**src/rtl/mips_pkg.sv**
```systemverilog
// Shared encodings for the multi-cycle MIPS32 controller: FSM states,
// opcode/funct constants, datapath select encodings and the control word.
package mips_pkg;

  typedef enum logic [3:0] {
    S_IDLE      = 4'd0,
    S_FETCH     = 4'd1,
    S_DECODE    = 4'd2,
    S_MEM_ADDR  = 4'd3,
    S_MEM_READ  = 4'd4,
    S_MEM_WB    = 4'd5,
    S_MEM_WRITE = 4'd6,
    S_R_EXEC    = 4'd7,
    S_R_WB      = 4'd8,
    S_I_EXEC    = 4'd9,
    S_I_WB      = 4'd10,
    S_BRANCH    = 4'd11,
    S_JUMP      = 4'd12,
    S_JAL       = 4'd13,
    S_JR        = 4'd14,
    S_TRAP      = 4'd15
  } state_t;

  localparam logic [5:0] OP_RTYPE = 6'h00;
  localparam logic [5:0] OP_J     = 6'h02;
  localparam logic [5:0] OP_JAL   = 6'h03;
  localparam logic [5:0] OP_BEQ   = 6'h04;
  localparam logic [5:0] OP_BNE   = 6'h05;
  localparam logic [5:0] OP_ADDI  = 6'h08;
  localparam logic [5:0] OP_SLTI  = 6'h0A;
  localparam logic [5:0] OP_ANDI  = 6'h0C;
  localparam logic [5:0] OP_ORI   = 6'h0D;
  localparam logic [5:0] OP_LW    = 6'h23;
  localparam logic [5:0] OP_SW    = 6'h2B;
  localparam logic [5:0] FN_JR    = 6'h08;

  typedef enum logic [1:0] {ALU_ADD, ALU_SUB, ALU_FUNCT, ALU_IMM} alu_op_t;
  typedef enum logic [1:0] {SRCB_B, SRCB_FOUR, SRCB_IMM, SRCB_IMM_SH2} alu_src_b_t;
  typedef enum logic [1:0] {PCSRC_ALU, PCSRC_ALUOUT, PCSRC_JUMP, PCSRC_REG} pc_source_t;
  typedef enum logic [1:0] {RDST_RT = 2'b00, RDST_RD = 2'b01, RDST_RA = 2'b10} reg_dst_t;
  typedef enum logic [1:0] {M2R_ALUOUT = 2'b00, M2R_MDR = 2'b01, M2R_PC = 2'b10} mem_to_reg_t;

  typedef struct packed {
    logic        pc_write;
    logic        pc_write_cond;
    logic        branch_ne;
    logic        i_or_d;
    logic        mem_read;
    logic        mem_write;
    logic        ir_write;
    logic        reg_write;
    reg_dst_t    reg_dst;
    mem_to_reg_t mem_to_reg;
    logic        alu_src_a;
    alu_src_b_t  alu_src_b;
    alu_op_t     alu_op;
    pc_source_t  pc_source;
    logic        retire;
    logic        trap;
  } ctrl_t;

  function automatic logic is_imm_op(input logic [5:0] op);
    return (op == OP_ADDI) || (op == OP_SLTI) || (op == OP_ANDI) || (op == OP_ORI);
  endfunction

endpackage

```
**src/rtl/control_decode.sv**
```systemverilog
// Combinational state -> control-word table for the multi-cycle controller.
module control_decode
  import mips_pkg::*;
(
  input  state_t      state,
  input  logic [5:0]  opcode,
  input  logic        mem_ready,
  output ctrl_t       ctrl
);

  always_comb begin
    ctrl = '0;
    case (state)
      S_FETCH: begin
        ctrl.mem_read  = 1'b1;
        ctrl.alu_src_b = SRCB_FOUR;
        ctrl.ir_write  = mem_ready;
        ctrl.pc_write  = mem_ready;
      end
      S_DECODE:    ctrl.alu_src_b = SRCB_IMM_SH2;
      S_MEM_ADDR: begin
        ctrl.alu_src_a = 1'b1;
        ctrl.alu_src_b = SRCB_IMM;
      end
      S_MEM_READ: begin
        ctrl.mem_read = 1'b1;
        ctrl.i_or_d   = 1'b1;
      end
      S_MEM_WB: begin
        ctrl.reg_write  = 1'b1;
        ctrl.mem_to_reg = M2R_MDR;
        ctrl.retire     = 1'b1;
      end
      S_MEM_WRITE: begin
        ctrl.mem_write = 1'b1;
        ctrl.i_or_d    = 1'b1;
        ctrl.retire    = mem_ready;
      end
      S_R_EXEC: begin
        ctrl.alu_src_a = 1'b1;
        ctrl.alu_op    = ALU_FUNCT;
      end
      S_R_WB: begin
        ctrl.reg_write = 1'b1;
        ctrl.reg_dst   = RDST_RD;
        ctrl.retire    = 1'b1;
      end
      S_I_EXEC: begin
        ctrl.alu_src_a = 1'b1;
        ctrl.alu_src_b = SRCB_IMM;
        ctrl.alu_op    = ALU_IMM;
      end
      S_I_WB: begin
        ctrl.reg_write = 1'b1;
        ctrl.retire    = 1'b1;
      end
      S_BRANCH: begin
        ctrl.alu_src_a     = 1'b1;
        ctrl.alu_op        = ALU_SUB;
        ctrl.pc_write_cond = 1'b1;
        ctrl.pc_source     = PCSRC_ALUOUT;
        ctrl.branch_ne     = (opcode == OP_BNE);
        ctrl.retire        = 1'b1;
      end
      S_JUMP: begin
        ctrl.pc_write  = 1'b1;
        ctrl.pc_source = PCSRC_JUMP;
        ctrl.retire    = 1'b1;
      end
      S_JAL: begin
        // PC already holds PC+4 here, so the link value is the live PC.
        ctrl.pc_write   = 1'b1;
        ctrl.pc_source  = PCSRC_JUMP;
        ctrl.reg_write  = 1'b1;
        ctrl.reg_dst    = RDST_RA;
        ctrl.mem_to_reg = M2R_PC;
        ctrl.retire     = 1'b1;
      end
      S_JR: begin
        ctrl.pc_write  = 1'b1;
        ctrl.pc_source = PCSRC_REG;
        ctrl.retire    = 1'b1;
      end
      S_TRAP:  ctrl.trap = 1'b1;
      default: ctrl = '0;
    endcase
  end

endmodule

```
**src/rtl/multicycle_control.sv**
```systemverilog
// Multi-cycle MIPS32 control FSM: next-state sequencing, retired-instruction
// counter and illegal-opcode trap; control outputs come from control_decode.
module multicycle_control
  import mips_pkg::*;
#(
  parameter int unsigned RETIRE_W = 32
) (
  input  logic                clock,
  input  logic                reset_n,
  input  logic [5:0]          opcode,
  input  logic [5:0]          funct,
  input  logic                zero,
  input  logic                mem_ready,
  output logic                pc_write,
  output logic                pc_write_cond,
  output logic                branch_ne,
  output logic                i_or_d,
  output logic                mem_read,
  output logic                mem_write,
  output logic                ir_write,
  output logic                reg_write,
  output logic [1:0]          reg_dst,
  output logic [1:0]          mem_to_reg,
  output logic                alu_src_a,
  output logic [1:0]          alu_src_b,
  output logic [1:0]          alu_op,
  output logic [1:0]          pc_source,
  output logic [3:0]          state,
  output logic                retire,
  output logic [RETIRE_W-1:0] instret,
  output logic                trap
);

  state_t cur_state, nxt_state;
  ctrl_t  ctrl;

  // The branch decision is resolved in the datapath from zero and branch_ne.
  logic unused_zero;
  assign unused_zero = zero;

  control_decode u_decode (
    .state     (cur_state),
    .opcode    (opcode),
    .mem_ready (mem_ready),
    .ctrl      (ctrl)
  );

  always_comb begin
    nxt_state = cur_state;
    case (cur_state)
      S_IDLE:      nxt_state = S_FETCH;
      S_FETCH:     if (mem_ready) nxt_state = S_DECODE;
      S_DECODE: begin
        if (opcode == OP_LW || opcode == OP_SW)  nxt_state = S_MEM_ADDR;
        else if (opcode == OP_RTYPE)             nxt_state = (funct == FN_JR) ? S_JR : S_R_EXEC;
        else if (is_imm_op(opcode))              nxt_state = S_I_EXEC;
        else if (opcode == OP_BEQ || opcode == OP_BNE) nxt_state = S_BRANCH;
        else if (opcode == OP_J)                 nxt_state = S_JUMP;
        else if (opcode == OP_JAL)               nxt_state = S_JAL;
        else                                     nxt_state = S_TRAP;
      end
      S_MEM_ADDR:  nxt_state = (opcode == OP_LW) ? S_MEM_READ : S_MEM_WRITE;
      S_MEM_READ:  if (mem_ready) nxt_state = S_MEM_WB;
      S_MEM_WRITE: if (mem_ready) nxt_state = S_FETCH;
      S_R_EXEC:    nxt_state = S_R_WB;
      S_I_EXEC:    nxt_state = S_I_WB;
      S_MEM_WB, S_R_WB, S_I_WB, S_BRANCH, S_JUMP, S_JAL, S_JR: nxt_state = S_FETCH;
      S_TRAP:      nxt_state = S_TRAP;
      default:     nxt_state = S_IDLE;
    endcase
  end

  always_ff @(posedge clock or negedge reset_n) begin
    if (!reset_n) begin
      cur_state <= S_IDLE;
      instret   <= '0;
    end else begin
      cur_state <= nxt_state;
      if (ctrl.retire) instret <= instret + RETIRE_W'(1);
    end
  end

  assign pc_write      = ctrl.pc_write;
  assign pc_write_cond = ctrl.pc_write_cond;
  assign branch_ne     = ctrl.branch_ne;
  assign i_or_d        = ctrl.i_or_d;
  assign mem_read      = ctrl.mem_read;
  assign mem_write     = ctrl.mem_write;
  assign ir_write      = ctrl.ir_write;
  assign reg_write     = ctrl.reg_write;
  assign reg_dst       = ctrl.reg_dst;
  assign mem_to_reg    = ctrl.mem_to_reg;
  assign alu_src_a     = ctrl.alu_src_a;
  assign alu_src_b     = ctrl.alu_src_b;
  assign alu_op        = ctrl.alu_op;
  assign pc_source     = ctrl.pc_source;
  assign retire        = ctrl.retire;
  assign trap          = ctrl.trap;
  assign state         = cur_state;

endmodule

```
**config.mk**
```make
export PLATFORM = sky130hd
export DESIGN_NAME = multicycle_control
export DESIGN_NICKNAME = d
export VERILOG_FILES = /design/src/rtl/mips_pkg.sv /design/src/rtl/control_decode.sv /design/src/rtl/multicycle_control.sv
export SDC_FILE = /design/constraint.sdc
export NUM_CORES = 1
export LEC_CHECK = 0
export BUFFER_PORTS_ARGS = -buffer_cell sky130_fd_sc_hd__buf_2
export CORE_ASPECT_RATIO = 0.5
export CORE_MARGIN = 2
export CORE_UTILIZATION = 45
export DETAILED_ROUTE_END_ITERATION = 7
export HOLD_SLACK_MARGIN = 0.15
export PLACE_DENSITY = 0.76
export SETUP_SLACK_MARGIN = 0.2
export SLEW_MARGIN = 25
export SYNTH_ARGS = -nofsm -noshare
export SYNTH_HDL_FRONTEND = slang
export SYNTH_SLANG_ARGS = --single-unit
```
**constraint.sdc**
```tcl
create_clock -name clock -period 1.5 [get_ports clock]
set_input_delay 0.075 -clock clock [delete_from_list [all_inputs] [get_ports clock]]
set_output_delay 0.075 -clock clock [all_outputs]
set_load 0.01 [all_outputs]
```
==> Word level (Yosys, flattened, before mapping) <==
Index checks and enable logic that the tools add are counted.
{ "totals": {"reg_bits": 36} }
{ "classes": {"n_addsub": 1, "n_reduce_logical": 17, "eq_ne": 29, "n_mux": 27} }
{ "ops": {"columns": ["op", "count"], "rows": [
  ["4-bit one-hot mux with 9 select lines", 1],
  ["32-bit by 1-bit adder with 32-bit output, second input constant", 1],
  ["4-bit == test, second input constant", 8],
  ["6-bit by 4-bit == test with 1-bit output, second input constant", 5],
  ["4-bit two-way mux", 6],
  ["2-bit one-hot mux with 3 select lines", 3],
  ["4-bit by 3-bit == test with 1-bit output, second input constant", 4],
  ["6-bit by 2-bit == test with 1-bit output, second input constant", 2],
  ["6-bit by 3-bit == test with 1-bit output, second input constant", 2],
  ["6-bit == test, second input constant", 2],
  ["4-bit by 2-bit == test with 1-bit output, second input constant", 2],
  ["2-bit two-way mux", 4],
  ["2-bit one-hot mux with 2 select lines", 2],
  ["2-bit OR reduction", 4],
  ["4-bit OR reduction", 2],
  ["8-bit OR reduction", 1],
  ["1-bit two-way mux", 7],
  ["7-bit OR reduction", 1],
  ["6-bit zero test", 1],
  ["3-bit two-way mux", 2],
  ["2-bit != test, second input constant", 3],
  ["1-bit logical OR", 5],
  ["4-bit by 1-bit == test with 1-bit output, second input constant", 1],
  ["4-bit zero test", 1],
  ["other kinds (3)", 4]
]} }

==> Logic depth before layout (Yosys ltp) <==
Gate-level depths: netlist (run 1).
{ "depth": {"depth_word": 8, "ltp_mapped": 7, "mapped_depth_nobuf": 5} }

==> Hierarchy <==
Synthesis (run 1) repeated with hierarchy kept, for this count alone.
{ "hier_totals": {"hier_cells": 220, "hier_area_um2": 2165.8} }
{ "by_module_without_submodules": {"columns": ["module", "cells_per_inst", "area_each_um2", "instances"], "rows": [
  ["multicycle_control", 174, 1870.5, 1],
  ["control_decode", 46, 295.3, 1]
]} }

==> Least setup slack after synthesis (run 1) <==
OpenSTA, ideal clock, no wires.
{ "synth_timing": {"path_kind": "register to register", "start": "register cur_state[1] (netlist: state[1])", "end": "register instret[12]", "period_less_slack_ns": 1.651, "arrival_time_ns": 1.525, "stages_incl_launch_ff": 8, "setup_ns": 0.126, "path_slack_ns": -0.151, "required_ns": 1.374, "path_cell_list": "dfrtp_1 buf_2 nand3b_1 nand4_2 buf_6 and4_1 nand3_1 xnor2_1"} }
{ "synth_via": {"elab_chain_cells": 3, "word_cells_on_any_way": 10} }
{ "synth_lines": {"columns": ["item", "line_no", "rtl"], "rows": [
  ["from (decl)", "multicycle_control.sv:34", "state_t cur_state, nxt_state;"],
  ["from (signal assigned)", "multicycle_control.sv:78", "cur_state <= nxt_state;"],
  ["4-bit == test or 4-bit by 3-bit == test with 1-bit output (tied branches)", "control_decode.sv:13", "case (state)"],
  ["7-bit OR reduction (no line)", null, null],
  ["1-bit one-hot mux with 2 select lines (*)", "control_decode.sv:13", null],
  ["named net retire", "multicycle_control.sv:29", "output logic retire,"],
  ["to (signal assigned)", "multicycle_control.sv:79", "if (ctrl.retire) instret <= instret + RETIRE_W'(1);"],
  ["to (decl)", "multicycle_control.sv:30", "output logic [RETIRE_W-1:0] instret,"]
]} }
The timed path passes the listed nets; every way through them passes the cells marked *.
A chain may end at the register's enable or synchronous reset.

==> Worst setup path in the final report (run 1) <==
{ "layout_timing": {"start": "register cur_state[1] (netlist: state[1])", "end": "register instret[5]"} }
{ "layout_via": {"elab_chain_cells": 3, "word_cells_on_any_way": 10} }
{ "layout_lines": {"columns": ["item", "line_no"], "rows": [
  ["4-bit == test or 4-bit by 3-bit == test with 1-bit output (tied branches)", "control_decode.sv:13"],
  ["7-bit OR reduction (no line)", null],
  ["1-bit one-hot mux with 2 select lines (*)", "control_decode.sv:13"]
]} }
Mark *: on every way between the ends. The rest lies on a longest branch, timed or not.

==> results.yml, run 1 <==
pwr:
  power_density_nw_per_um2: 1580
  sequentialPowerShare: 0.203
  p_sw_mw: 2.61
  p_leak_nw: 2.01
  total_power_mw: 6.33
  combPwrFrac: 0.656
  ir_drop_mv: 1.77
  internal-power_mw: 3.72
  pwr-share-clk: 0.141
  switching_share: 0.412
min_path:
  min_from: "mem_ready"
  holdCritPathClass: "in -> reg"
yosys:
  synth_edf_count: 0
  yosys-top-cells-area: "dfrtp_1 (42%), xnor2_1 (7.4%), xor2_1 (6.2%)"
  yosysMostFrequentCell: "dfrtp_1"
  ys_seq_area_frac: 0.424
  synthesis.area_um2: 2130
  synth-main-ff-cell: "dfrtp_1"
  synthTopCellsByCount: "dfrtp_1 (36), nand2_1 (24), xnor2_1 (18)"
  synth_top_cell_by_area: "dfrtp_1"
  synth_fp_nets: 233
  avgSynthCellArea_um2: 9.84
  ys_ff_latch: 36
  yosysWarnings: 0
  synth.distinct_cells: 45
  netlist_instances: 216
  async_flop_share: 1.00
  netlist.area_leader.share: 0.424
floorplan:
  core_um2: 4470
  placementRows: 17
  die_h_um: 52.6
  die_x_um: 101
  initial_utilization: 0.476
  dieArea_um2: 5320
  ios: 73
critical_path:
  critPathKind: "reg -> reg"
  slowest_stage: "dfrtp_2"
  rr_worst_depth: 6
  endpoint_kind: "flop"
  critPathMaxStageDelay_ps: 470
  critPathTopFamily: "simple AND/OR/NAND/NOR gates"
  r2r_slack_ps: -200
  path_cells: "nand3b_1 > nand4_4 > buf_4 > nand4_1 > nor2_1 > xor2_1"
  cp.depth: 6
  cp-start-kind: "flop"
  cp.arrival_ps: 1910
  crit_end: "instret[5]"
  critPathLaunch: "state[1]"
  path_buf_inv: 1
  required_ps: 1710
  r2r_start: "state[1]"
  r2r_end: "instret[5]"
  cp_max_fo: 6
timing:
  slew_violations: 0
  period_share: 1.13
  setup_tns_ps: -4800
  worst_slew_pin_slew_ps: 512
  final-setup-viol-count: 49
  timing.fmax_mhz: 589
  hold_violations: 0
  grt_setup_unrepaired: "true"
  fin_ws_ps: -198
  max_slew_margin: 0.655
  post-route-min-period_ps: 1700
  holdWs_ps: 204
  skew_ps: 7.64
detailed_routing:
  dr_total_vias: 2513
  wl_per_cell_um: 21.2
  drtPass1Iterations: 4
  avgViaCountPerCell: 5.83
  ant_nets: 0
  routed_wl_mm: 9.12
  drc: 0
  drtIter0Drc: 118
cells_and_area:
  drive_gt1_frac: 0.668
  antenna_cells: 0
  num-nets-final: 390
  finish.utilization: 0.897
  area_growth_pct: 88.6
  final_area_um2: 4010
  layout.cells.non_filler: 431
  multi_input_area_um2: 1600
  regArea_um2: 910
  nFillCells: 165
clock_network:
  cts.sinks: 36
  root_buffer: "clkbuf_8"
  cts_tree: "yes"
  insertion_delay_ps: 300
  cts_buffer_depth: 2
  cts.clk_slew.worst_paths_ps: 80
  cts_buffers: 5
  cts_max_level: 2
outcome:
  outcome: "finished with violations"
  violations: "setup timing"
placement:
  gp_congestion: 0.818
  portBuffers: 71
  dp_slack_ps: -113
  dp.cells: 376
  placed_cell_area_um2: 2940
  dpl.hpwl_mm: 4.06
global_routing:
  antenna_found_initial: 0
  grt_use_total: 0.271
  grt_max_degree: 19
  gr-total-overflow: 0
  grt_pass1_vias: 2293
  grt_pass1_wl_mm: 11.1
job:
  cap_violations: 0
cell families after synthesis:
| kind of cell | count (synthesis) | share of synthesized area |
|---|---|---|
| and+or+nand+nor | 107 | 0.321 |
| buffers and inverters | 17 | 0.0436 |
| AOI/OAI and AO/OA | 20 | 0.0589 |
| muxes | 2 | 0.0106 |
| xor gates and xnor gates | 33 | 0.136 |
| adders and majority gates | 1 | 0.00588 |
| DFF | 36 | 0.424 |
power groups by stage:
| stage | logic (mW) | registers [mW] | clock network [mW] |
|---|---|---|---|
| after detailed placement | 2.06 | 1.24 | 0 |
| after global routing | 4.27 | 1.29 | 0.926 |
| after CTS | 2.99 | 1.24 | 0.879 |
| after floorplan | 1.09 | 1.35 | 0 |
| after global placement | 2.02 | 1.23 | 0 |
| final | 4.15 | 1.28 | 0.892 |
tightest hold or removal path, delay by kind of cell:
family / cells / cell delay [ps]
buffers and inverters: 1 / 160
AO/OA/AOI/OAI: 2 / 130
AND/OR/NAND/NOR: 1 / 100
state kept, by name, summed over array words and instances, names as in the netlist:
register and flops:
state 4, instret 32
cells in the final DEF, fill, tap and decap left out, drive strengths merged, types with 3 or more instances in the layout:
master    n
and4      4
nor3b     3
o21ai     4
nor4      6
inv       6
nand4     7
nand3    10
nor3     18
buf     157
nand2b    3
xnor2    18
nor2     17
xor2     15
and2      3
clkbuf    5
dfrtp    36
nand2    25
a21oi     8
area by class of cell:
class                           count  area share
Tap cell                           57      0.0178
Clock buffer                        5      0.0172
Timing Repair Buffer              160       0.321
Clock inverter                      3      0.0106
Multi-Input combinational cell    163       0.399
Sequential cell                    36       0.227
Inverter                            7     0.00811
how the worst min path moves through the flow:
stage	to	depth (start not counted)	slack, ps
2_1_floorplan	instret[0]	0	-220
3_3_place_gp	instret[1]	1	10
3_5_place_dp	instret[1]	1	30
4_1_cts	state[2]	4	160
5_1_grt	state[2]	4	190
6_report	state[2]	4	200
metal layers:
| layer | part of all wire | GRT usage |
|---|---|---|
| met3 | 0.068 | 0.0547 |
| met4 | 0.044 | 0.0856 |
| met5 | 0 | 0 |
| met2 | 0.50 | 0.521 |
| met1 | 0.38 | 0.307 |
repair_timing:
action,4_1_cts,5_1_grt
resized for setup,66,60
hold endpoints to repair,37,0
setup endpoints to repair,56,59
buffers inserted,26,18
pin swaps,37,35
gates cloned,1,0
hold buffers,2,0
No activity file was read; power rests on OpenSTA's default activity.
==> inputs of run 2 (changes only) <==
--- a/config.mk
+++ b/config.mk
@@ -5,13 +5,14 @@
 export SDC_FILE = /design/constraint.sdc
 export NUM_CORES = 1
 export LEC_CHECK = 0
+export ABC_CLOCK_PERIOD_IN_PS = 1800
 export BUFFER_PORTS_ARGS = -buffer_cell sky130_fd_sc_hd__buf_2
 export CORE_ASPECT_RATIO = 0.5
 export CORE_MARGIN = 2
-export CORE_UTILIZATION = 45
+export CORE_UTILIZATION = 50
 export DETAILED_ROUTE_END_ITERATION = 7
 export HOLD_SLACK_MARGIN = 0.15
-export PLACE_DENSITY = 0.76
+export PLACE_DENSITY = 0.8
 export SETUP_SLACK_MARGIN = 0.2
 export SLEW_MARGIN = 25
 export SYNTH_ARGS = -nofsm -noshare
==> constraint.sdc (replaced) <==
create_clock -name clock -period 1.8 [get_ports clock]
set_input_delay 0.09 -clock clock [delete_from_list [all_inputs] [get_ports clock]]
set_output_delay 0.09 -clock clock [all_outputs]
set_load 0.01 [all_outputs]
==> results.yml, run 2 (synthesized netlist as in run 1, its figures left out) <==
outcome:
  outcome: "complete, no violations"
timing:
  max_slew_margin: 0.670
  period_share: 0.916
  grt_setup_unrepaired: "true"
  final-setup-viol-count: 0
  skew_ps: 10.5
  hold_violations: 0
  timing.fmax_mhz: 606
  post-route-min-period_ps: 1650
  slew_violations: 0
  worst_slew_pin_slew_ps: 495
  setup_tns_ps: 0
min_path:
  holdCritPathClass: "in -> reg"
critical_path:
  critPathMaxStageDelay_ps: 420
  cp.arrival_ps: 1560
  slowest_stage: "dfrtp_1"
  endpoint_kind: "output pin"
  critPathKind: "reg -> out"
  critPathTopFamily: "buffers and inverters"
  cp-start-kind: "flop"
  required_ps: 1710
  path_cells: "buf_6 > clkinvlp_4 > buf_4 > nand2_1 > nor2_1 > buf_2"
  cp_max_fo: 11
  path_buf_inv: 4
placement:
  dpl.hpwl_mm: 3.54
  portBuffers: 71
  gp_congestion: 0.834
cells_and_area:
  area_growth_pct: 51.6
  finish.utilization: 0.809
  layout_commonest_cell: "buf_2"
  drive_gt1_frac: 0.521
  num-nets-final: 348
  largest_register: "instret"
  final_cell_mix: "buf_2 (71), buf_4 (34), dfrtp_1 (31), nand2_1 (21), xnor2_1 (18)"
  antenna_cells: 0
  largest_reg_flops: 32
floorplan:
  dieArea_um2: 4820
  ios: 73
  core_um2: 3980
  die_x_um: 96.2
  placementRows: 16
  die_h_um: 50.1
  initial_utilization: 0.534
clock_network:
  root_buffer: "clkbuf_8"
  cts.sinks: 36
  insertion_delay_ps: 290
  cts_tree: "yes"
  cts_max_level: 2
  cts_buffers: 5
  cts.clk_slew.worst_paths_ps: 80
  cts_buffer_depth: 2
global_routing:
  grt_max_degree: 22
  grt_use_total: 0.223
  gr-total-overflow: 0
  antenna_found_initial: 0
  grt_pass1_vias: 1841
  grt_pass1_wl_mm: 8.28
pwr:
  p_leak_nw: 1.66
  total_power_mw: 3.90
  power_density_nw_per_um2: 1210
  ir_drop_mv: 1.23
detailed_routing:
  drtPass1Iterations: 4
  drc: 0
  ant_nets: 0
  wl_per_cell_um: 16.3
  drtIter0Drc: 73
  routed_wl_mm: 6.28
  dr_total_vias: 2120
  avgViaCountPerCell: 5.49
job:
  cap_violations: 0
run 2: changes by cell type in the layout (fill, tap and decap cells not counted), sizes merged:
cell         before  now
dlygate4sd3       2    1
buf             157  117
bufbuf            1    0
run 2: layout make-up:
cell class / instances / area (um2)
clock inverter: 3 / 42.5
fill: 233 / 762
tap: 54 / 67.6
sequential: 36 / 907
timing repair buffer: 118 / 773
clock buffer: 5 / 68.8
inverter: 7 / 30.0
multi-input combinational: 163 / 1330
run 2: tightest hold or removal path, cell delays in order:
cell and delay, ps:
buf_2 130, nor2_1 90, o41ai_1 80, o21ai_0 60
run 2: metal layers:
metal,wire length [um],global-route usage
met3,375,0.0459
met1,2570,0.280
met4,125,0.0690
met2,3220,0.385
met5,0,0
run 2: where the power goes:
group | internal, mW | switching, mW | leakage, nW
registers | 0.929 | 0.129 | 0.457
clock network | 0.410 | 0.312 | 0.0541
logic | 1.01 | 1.11 | 1.15
total | 2.35 | 1.55 | 1.66
run 2: timing repair:
action / 4_1_cts / 5_1_grt
pin swaps: 3 / 30
hold buffers: 1 / 0
hold endpoints to repair: 20 / 0
resized for setup: 14 / 40
gates cloned: 0 / 1
setup endpoints to repair: 17 / 27
setup buffers: 13 / 20
run 2: worst paths after layout:
check / start / to / slack (ps) / cells after the start
worst max-delay path: state[0] / i_or_d / 150 / 6
worst min-delay path: opcode[3] / state[1] / 190 / 4
worst max register to register: instret[19] / instret[29] / 170 / 6
worst min register to register: instret[31] / instret[31] / 490 / 1
max in group asynchronous: reset_n / instret[20] / 880 / 3
min in group asynchronous: reset_n / instret[6] / 310 / 2
run 2: per-stage QoR:
stage                     cell area, um2  hold WS, ps  worst slack (ps)  cells
after floorplan                     2160         -206               202    216
after global placement              2590         64.3               150    343
after detailed placement            2590         76.4              54.7    343
after CTS                           2890          163               195    365
after global routing                3220          172              44.5    386
final                               3220          189               151    386
==> inputs of run 3 (changes only) <==
--- a/config.mk
+++ b/config.mk
@@ -8,7 +8,6 @@
 export ABC_CLOCK_PERIOD_IN_PS = 1800
 export BUFFER_PORTS_ARGS = -buffer_cell sky130_fd_sc_hd__buf_2
 export CORE_ASPECT_RATIO = 0.5
-export CORE_MARGIN = 2
 export CORE_UTILIZATION = 50
 export DETAILED_ROUTE_END_ITERATION = 7
 export HOLD_SLACK_MARGIN = 0.15
==> results.yml, run 3 (synthesized netlist as in run 1, its figures left out) <==
critical_path:
  r2r_end: "instret[25]"
  r2r_slack_ps: 220
  cp_max_fo: 8
  path_buf_inv: 3
  rr_worst_depth: 6
  r2r_start: "instret[13]"
  slowest_stage: "dfrtp_1"
  path_cells: "buf_6 > inv_1 > nand2_1 > nor2_1 > buf_2"
  critPathKind: "reg -> out"
  cp.arrival_ps: 1500
  required_ps: 1710
  cp-start-kind: "flop"
  critPathTopFamily: "buffers and inverters"
  endpoint_kind: "output pin"
  critPathMaxStageDelay_ps: 430
min_path:
  holdPathStages: 4
  hold_path_end: "state[2]"
  min_from: "mem_ready"
  holdCritPathClass: "in -> reg"
placement:
  dpl.hpwl_mm: 3.28
  portBuffers: 71
  dp.cells: 343
  gp_congestion: 0.904
  dp_slack_ps: 91.5
timing:
  period_share: 0.882
  final-setup-viol-count: 0
  timing.fmax_mhz: 630
  fin_ws_ps: 212
  max_slew_margin: 0.473
  worst_slew_pin_slew_ps: 790
  post-route-min-period_ps: 1590
  skew_ps: 10.4
  slew_violations: 0
  grt_setup_unrepaired: "true"
  hold_violations: 0
  setup_tns_ps: 0
clock_network:
  cts_tree: "yes"
  cts_buffers: 5
  root_buffer: "clkbuf_8"
  cts_max_level: 2
  cts_buffer_depth: 2
  cts.sinks: 36
  cts.clk_slew.worst_paths_ps: 70
  insertion_delay_ps: 290
floorplan:
  dieArea_um2: 4530
  initial_utilization: 0.534
  die_x_um: 94.2
  die_h_um: 48.1
  core_um2: 3980
  placementRows: 16
  ios: 73
cells_and_area:
  final_cell_mix: "buf_2 (73), dfrtp_1 (31), buf_4 (25), nand2_1 (23), xnor2_1 (18)"
  area_growth_pct: 41.5
  largest_reg_flops: 32
  num-nets-final: 335
  layout.cells.non_filler: 373
  largest_register: "instret"
  nFillCells: 258
  antenna_cells: 0
  multi_input_area_um2: 1260
  finish.utilization: 0.755
  regArea_um2: 907
  drive_gt1_frac: 0.473
  layout_commonest_cell: "buf_2"
detailed_routing:
  wl_per_cell_um: 13.7
  avgViaCountPerCell: 5.30
  drtPass1Iterations: 4
  ant_nets: 0
  routed_wl_mm: 5.11
  wl_met1_mm: 2.31
  drc: 0
  drtIter0Drc: 121
  top_layer: "met4"
  dr_total_vias: 1978
  wl_met3_um: 287
  met2WireLength_mm: 2.46
outcome:
  outcome: "complete, no violations"
global_routing:
  gr-total-overflow: 0
  grt_max_degree: 37
  antenna_found_initial: 0
  grt_pass1_wl_mm: 7.20
  grt_pass1_vias: 1624
  grt_use_total: 0.210
pwr:
  power_density_nw_per_um2: 1190
  p_leak_nw: 1.49
  ir_drop_mv: 1.21
  total_power_mw: 3.57
job:
  cap_violations: 0
## run 3: cell types whose count changed in the layout (fill, tap and decap cells not counted), moves of 3 or more
cell     previous run  this run
buf_4              34        25
buf_6              10         4
nor2_4              3         0
nor3_2              3         7
nand2_2             3         0
nor3_4              8         3
## run 3: how the worst max path moves through the flow
stage | from | end | cells past startpoint
2_1_floorplan | instret[11] | instret[31] | 6
3_3_place_gp | instret[11] | instret[25] | 5
5_1_grt | state[0] | alu_src_b[1] | 6
6_report | state[0] | i_or_d | 5
4_1_cts | state[1] | instret[25] | 6
3_5_place_dp | instret[11] | instret[25] | 5
## run 3: final cells by class
cell class,count,share of cell area
Timing Repair Buffer,105,0.217
Clock buffer,7,0.0287
Inverter,7,0.00957
Tap cell,54,0.0225
Clock inverter,1,0.00250
Sequential cell,36,0.302
Multi-Input combinational cell,163,0.418
## run 3: routing by layer
metal / up-vias / track usage
met1: 944 / 0.272
met2: 75 / 0.374
li1: 951 / -
met3: 8 / 0.0436
met4: 0 / 0.0585
met5: - / 0
## run 3: power by group
| group | switching, mW | internal (mW) |
|---|---|---|
| clock | 0.290 | 0.311 |
| combinational | 0.977 | 0.912 |
| sequential | 0.151 | 0.931 |
| total | 1.42 | 2.15 |
## run 3: through the flow
| step | hold WS [ps] | instance area (um2) |
|---|---|---|
| 2_1_floorplan | -206 | 2160 |
| 3_3_place_gp | 203 | 2590 |
| 3_5_place_dp | 211 | 2590 |
| 4_1_cts | 157 | 2760 |
| 5_1_grt | 175 | 3010 |
| 6_report | 163 | 3010 |
## run 3: what timing repair did
| item | 4_1_cts | 5_1_grt |
|---|---|---|
| gates resized for setup | 9 | 23 |
| pin swaps | 2 | 21 |
| endpoints found under the setup margin | 11 | 21 |
| cloned | 0 | 2 |
| endpoints found under the hold margin | 36 | 0 |
| hold buffers | 1 | 0 |
| buffers inserted | 4 | 15 |
## run 3: worst min-delay path: stages
cell and delay (ps):
buf_2 140, nand2_1 60, a21oi_1 50, o31ai_1 60
